$ cat src/rtl/wb_arbiter.sv
// wb_arbiter: merges two writeback lanes into the single register-file write
// port through an ordered queue. Lane 0 is always queued ahead of lane 1, so
// the register file sees writes in program order.
// Optional build macro: WB_SQUASH_EN. When it is defined and both lanes enqueue
// to the same rd in one cycle, lane 0 is dropped because its value is dead.
module wb_arbiter #(
    parameter int DATA_W = 32,
    parameter int REG_W  = 5,
    parameter int DEPTH  = 4
) (
    input  logic                       clk,
    input  logic                       rst_n,

    input  logic                       in0_valid,
    input  logic [DATA_W-1:0]          in0_aluout,
    input  logic [DATA_W-1:0]          in0_read_data,
    input  logic                       in0_mem_to_reg,
    input  logic [REG_W-1:0]           in0_rd,
    input  logic                       in0_reg_write,

    input  logic                       in1_valid,
    input  logic [DATA_W-1:0]          in1_aluout,
    input  logic [DATA_W-1:0]          in1_read_data,
    input  logic                       in1_mem_to_reg,
    input  logic [REG_W-1:0]           in1_rd,
    input  logic                       in1_reg_write,

    output logic                       in_ready,

    output logic                       wb_valid,
    input  logic                       wb_ready,
    output logic [REG_W-1:0]           wb_rd,
    output logic [DATA_W-1:0]          wb_data,

    output logic [$clog2(DEPTH):0]     count
);

    localparam int PTR_W = $clog2(DEPTH);
    localparam int CNT_W = PTR_W + 1;
    // Highest occupancy that still leaves room for a full lane pair.
    localparam logic [CNT_W-1:0] READY_MAX = CNT_W'(DEPTH - 2);

    // Result mux: loads write the memory data, everything else the ALU result.
    function automatic logic [DATA_W-1:0] sel_data(
        input logic                mem_to_reg,
        input logic [DATA_W-1:0]   read_data,
        input logic [DATA_W-1:0]   aluout
    );
        return mem_to_reg ? read_data : aluout;
    endfunction

    logic [DATA_W-1:0] data_q [DEPTH];
    logic [REG_W-1:0]  rd_q   [DEPTH];

    logic [PTR_W-1:0]  wr_ptr;
    logic [PTR_W-1:0]  rd_ptr;

    logic              push0;
    logic              push1;
    logic              pop;
    logic [PTR_W-1:0]  wr_idx1;
    logic [DATA_W-1:0] data0;
    logic [DATA_W-1:0] data1;

    // Flow control is a pure function of occupancy, so no input reaches it.
    assign in_ready = (count <= READY_MAX);
    assign wb_valid = (count != '0);
    // The head slot is not reset; gate it so an empty queue shows zeros.
    assign wb_rd    = wb_valid ? rd_q[rd_ptr]   : '0;
    assign wb_data  = wb_valid ? data_q[rd_ptr] : '0;

    assign data0 = sel_data(in0_mem_to_reg, in0_read_data, in0_aluout);
    assign data1 = sel_data(in1_mem_to_reg, in1_read_data, in1_aluout);

    // Decide which accepted lanes actually need a register-file write.
    always_comb begin
        push0 = in0_valid && in_ready && in0_reg_write && (in0_rd != '0);
        push1 = in1_valid && in_ready && in1_reg_write && (in1_rd != '0);
`ifdef WB_SQUASH_EN
        if (push0 && push1 && (in0_rd == in1_rd)) begin
            push0 = 1'b0;
        end
`endif
        pop     = wb_valid && wb_ready;
        // Lane 1 lands right behind lane 0 when both are queued together.
        wr_idx1 = wr_ptr + PTR_W'(push0);
    end

    // Queue control: pointers wrap naturally, occupancy tells full from empty.
    always_ff @(posedge clk or negedge rst_n) begin
        if (!rst_n) begin
            wr_ptr <= '0;
            rd_ptr <= '0;
            count  <= '0;
        end else begin
            wr_ptr <= wr_ptr + PTR_W'(push0) + PTR_W'(push1);
            if (pop) begin
                rd_ptr <= rd_ptr + PTR_W'(1);
            end
            count <= count + CNT_W'(push0) + CNT_W'(push1) - CNT_W'(pop);
        end
    end

    // Queue storage: written in program order, never needs clearing.
    always_ff @(posedge clk) begin
        if (push0) begin
            data_q[wr_ptr] <= data0;
            rd_q[wr_ptr]   <= in0_rd;
        end
        if (push1) begin
            data_q[wr_idx1] <= data1;
            rd_q[wr_idx1]   <= in1_rd;
        end
    end

endmodule

$ cat config.mk
export PLATFORM = sky130hd
export DESIGN_NAME = wb_arbiter
export DESIGN_NICKNAME = d
export VERILOG_FILES = /design/src/rtl/wb_arbiter.sv
export SDC_FILE = /design/constraint.sdc
export NUM_CORES = 1
export LEC_CHECK = 0
export ABC_CLOCK_PERIOD_IN_PS = 3300
export CORE_ASPECT_RATIO = 0.7
export CORE_MARGIN = 2
export CORE_UTILIZATION = 30
export DETAILED_ROUTE_END_ITERATION = 6
export GPL_TIMING_DRIVEN = 0
export HOLD_SLACK_MARGIN = 0.06
export PLACE_DENSITY = 0.53
export SLEW_MARGIN = 15
export SYNTH_ARGS = -nofsm -noshare
export SYNTH_HDL_FRONTEND = slang
export SYNTH_SLANG_ARGS = --single-unit
$ cat constraint.sdc
create_clock -name clk -period 3.3 [get_ports clk]
set_clock_uncertainty 0.15 [all_clocks]
set_input_delay 0.495 -clock clk [delete_from_list [all_inputs] [get_ports clk]]
set_output_delay 0.495 -clock clk [all_outputs]
set_load 0.05 [all_outputs]
Word-level counts from Yosys, hierarchy flattened
Memory sizes are Yosys's and may differ from the RTL's.
Cells that the tools add are included.
- register bits after elaboration: 7
- memories kept: 2
- input bits: 147
- output and inout bits: 42
- bits in writable memories: 148
- memories (memory ; depth ; bits a word ; read ports ; clocked after Yosys merged registers in ; write ports ; RTL line ; text):
    data_q ; 4 ; 32 ; 1 ; 0 ; 2 ; 52 ; logic [DATA_W-1:0] data_q [DEPTH];
    rd_q ; 4 ; 5 ; 1 ; 0 ; 2 ; 53 ; logic [REG_W-1:0] rd_q [DEPTH];
- add/subtract/negate cells: 6
- reductions and logical operators: 10
- muxes and demuxes: 8
- order comparisons: 1
- operator list (kind ; count):
    2-to-1 mux 32 bit ; 3
    nonzero test 5 bit ; 2
    logical AND 1 bit ; 7
    adder 3 x 1 -> 3 bit ; 2
    2-to-1 mux 5 bit ; 1
    adder 2 x 1 -> 2 bit ; 2
    2-to-1 mux 1 bit ; 4
    <= comparator 3 x 2 -> 1 bit, second input constant ; 1
    nonzero test 3 bit ; 1
    subtractor 3 x 1 -> 3 bit ; 1
    adder 2 x 1 -> 2 bit, second input constant ; 1

Logic depth before layout (Yosys ltp)
- depth in word-level cells: 7
- mapped depth: 10
- mapped depth without buffers: 10

Least setup slack after synthesis
OpenSTA, ideal clock, no wires.
- path kind: reg-to-reg
- start point: register count[1]
- end point: memory data_q[0][0] (enable)
- cell stages (with the launch flop): 9
- setup slack: -0.616 ns
- library setup time: 0.397 ns
- arrival time: 3.368 ns
- buffers on the path: 2
- required time: 2.753 ns
- cell sequence: dfrtp_1 -> nor3b_2 -> nor2_1 -> nor3_1 -> ha_1 -> nor4_1 -> buf_6 -> buf_6 -> a31o_1
- RTL lines (element ; RTL line ; text):
    start: declaration ; 35 ; output logic [$clog2(DEPTH):0] count
    start signal: assignment ; 100 ; count <= count + CNT_W'(push0) + CNT_W'(push1) - CNT_W'(pop);
    end: declaration ; 52 ;

==> metrics <==
outcome=finished clean; Fin. Hold Viols=0; Setup Total Neg Slack=0 ns; clock share of power=21.4%; Initial Utilization=30.3%; number of synthesized flops with an enable pin=148; VDD IR max=0.403 mV; number of global-route vias before repair=5988; Pwr Total=9.07 mW; Inst Count DP=1079; CTS buffer count=17; Synth Register Bits=155; synth top area cells=edfxtp_1 (53%), mux2i_1 (23%), mux4_2 (9.9%), and2_1 (2.8%), mux2_1 (2.7%); Core ar.=27600 µm²; crit path kind=primary input to register; Crit path depth=11; Power Dens Cells=768 nW/µm²; worst-skew pair later-pin latency=0.41 ns; Fmax=311 MHz; slowest CP cell=or4_4; Cell variety after synth=26; critical path data arrival time=3.19 ns; unrepaired setup endpoints after global routing=yes; first-pass GRT wire length=36700 µm; share of cells above drive strength 1=18.5%; Setup violations, final=0; CP peak stage delay=0.58 ns; Seq pwr share=29.0%; Rows=51; Leak=4.04 nW; cell taking the most area after synthesis=edfxtp_1; Die Ht=144 µm; post-synth net total=675; count leader, synth=mux2i_1; Hold-fix buffers, CTS=0; Int Power=5.30 mW; Main synth FF type=edfxtp_1; Critical Path Sink=data_q[1][20]; Hold Worst Slack=0.237 ns; synth cell count leaders=mux2i_1 (192), edfxtp_1 (148), and2_1 (38); Max clock buf depth=2; Data required, critical path=3.27 ns; root buffer cell=clkbuf_16; Worst-path clk slew=0.07 ns; MaxCap Viol Count=0; CP Capture Type=register; asr flop ratio synth=4.52%; Yosys warnings=0; actual slew at the worst max-slew pin=1.12 ns; Pins Over Slew Limit=0; CTS sink cnt=155; drt first-iter violations=331; crit-path max FO=17; Setup crit start=in0_rd[0]; Nets=913; switching power=3.77 mW; number of port buffers=186; post-route ant nets=0; CP Buf/Inv Count=4; # DRC=0; Seq/Total Area, Yosys=55.1%; fin crit period=3.22 ns; total wire length=25100 µm; All-Layer GR Usage=17.5%; Final Wtd Congestion=0.817; Worst slew margin=25.4%; Ports=189; Combinational Power Share=49.6%; worst reg2reg endpoint=data_q[2][22]; CP cell instances=clkdlybuf4s50_1 -> or4_4 -> nor2_2 -> nor3_4 -> ha_2 -> nand3_1 -> nor3_2 -> buf_4 -> buf_8 -> a31o_4 -> buf_12; Syn Std Cell Area=8380 µm²; # diodes=0; Synth top area share=53.0%; Post-Syn Instances=522; FF-to-FF path depth=10; fill count=2562; die area=29300 µm²; net switching fraction of the power=41.5%; Reg2Reg Launch Point=count[1]; largest net degree at the start of global routing=18; Non-Filler Instances=1144; grt ovf=0; mean post-synth cell area=16.1 µm²; r2r setup slk=0.46 ns; Worst Hold Class=primary input to asynchronous set/reset pin; wire per inst=21.9 µm; CTS tree=yes; routed vias=5581; crit start category=primary input; Area growth, synth to finish=40.8%; initial antenna violation count=0; H-tree Lvls=4; cell family with most CP delay=simple AND/OR/NAND/NOR gates; vias per inst=4.88; hpwl dp=16000 µm; Die W=204 µm; Tcrit/Tclk final=97.5%; DRT Pass-1 Iters=4
[registers in the layout (all words and copies together) (netlist names)]
| name | count |
|---|---|
| count | 3 |
| data_q | 128 |
| rd_ptr | 2 |
| rd_q | 20 |
| wr_ptr | 2 |
[what timing repair did]
| action | in CTS | in global routing |
|---|---|---|
| setup endpoints to repair | 182 | 131 |
| setup buffers | 26 | 3 |
| resized for setup | 53 | 9 |
| pin swaps | 1 | 0 |
| cloned | 4 | 0 |
[cells in the final DEF (no fill, tap or decap), types with 2 or more instances in the layout]
cell / netlist / layout
a31o_4: 0 / 8
and2_1: 38 / 38
buf_12: 0 / 12
buf_2: 7 / 6
buf_4: 2 / 22
buf_6: 10 / 6
buf_8: 0 / 3
clkbuf_1: 16 / 10
clkbuf_16: 0 / 17
clkbuf_2: 0 / 6
clkdlybuf4s50_1: 0 / 157
clkinv_4: 0 / 2
dfrtp_1: 7 / 6
dlygate4sd2_1: 0 / 29
edfxtp_1: 148 / 148
fa_1: 2 / 2
ha_1: 4 / 3
inv_1: 11 / 11
inv_6: 0 / 6
inv_8: 0 / 2
mux2_1: 20 / 20
mux2i_1: 192 / 192
mux4_2: 37 / 37
nand2_1: 3 / 3
nor2_1: 3 / 2
nor3_2: 0 / 2
xnor2_1: 4 / 4
xor2_1: 2 / 2
[logic make-up after synthesis]
kind of cell,synth area share [%]
flip-flops,55.1
XOR/XNOR,0.627
AO/OA/AOI/OAI,0.567
buffers and inverters,3.19
adder cells (fa/ha/maj),1.07
multiplexers,35.5
AND/OR/NAND/NOR,3.89
[how the worst min path moves through the flow]
stage | from | endpoint | depth (start not counted)
6_report | rst_n | count[0] | 1
5_1_grt | rst_n | count[0] | 1
4_1_cts | rst_n | count[0] | 1
3_5_place_dp | count[1] | count[1] | 2
3_3_place_gp | count[2] | count[2] | 3
2_1_floorplan | rst_n | count[0] | 0
[metal layers]
layer	GRT usage [%]	part of all wire, %
met5	0	0
met3	3.22	5.0
met1	22.1	43
met4	4.38	1.2
met2	31.0	50
[power by group through the flow]
stage	clock [mW]	sequential, mW	combinational, mW
3_3_place_gp	0	2.65	4.42
5_1_grt	2.06	2.66	4.77
3_5_place_dp	0	2.67	4.47
2_1_floorplan	0	2.70	2.89
6_report	1.94	2.63	4.50
4_1_cts	1.98	2.63	4.56
[layout make-up]
class	instances	area, µm²	share of cell area, %
multi-input combinational	324	3650	30.9
sequential	155	4620	39.1
clock buffer	18	429	3.64
inverter	11	41.3	0.350
clock inverter	14	151	1.28
tap	371	464	3.93
timing repair buffer	215	2180	18.5
buffer	36	264	2.24
[stage by stage]
stage	area [µm²]	util, %	setup WS, ns
after floorplan	8430	-	0.0470
after global placement	10800	38.9	-1.06
after detailed placement	10800	38.9	-1.05
after CTS	11800	42.5	0.0255
after global routing	11800	42.7	-0.00599
final	11800	42.7	0.0815
No activity file was read; power rests on OpenSTA's default activity.
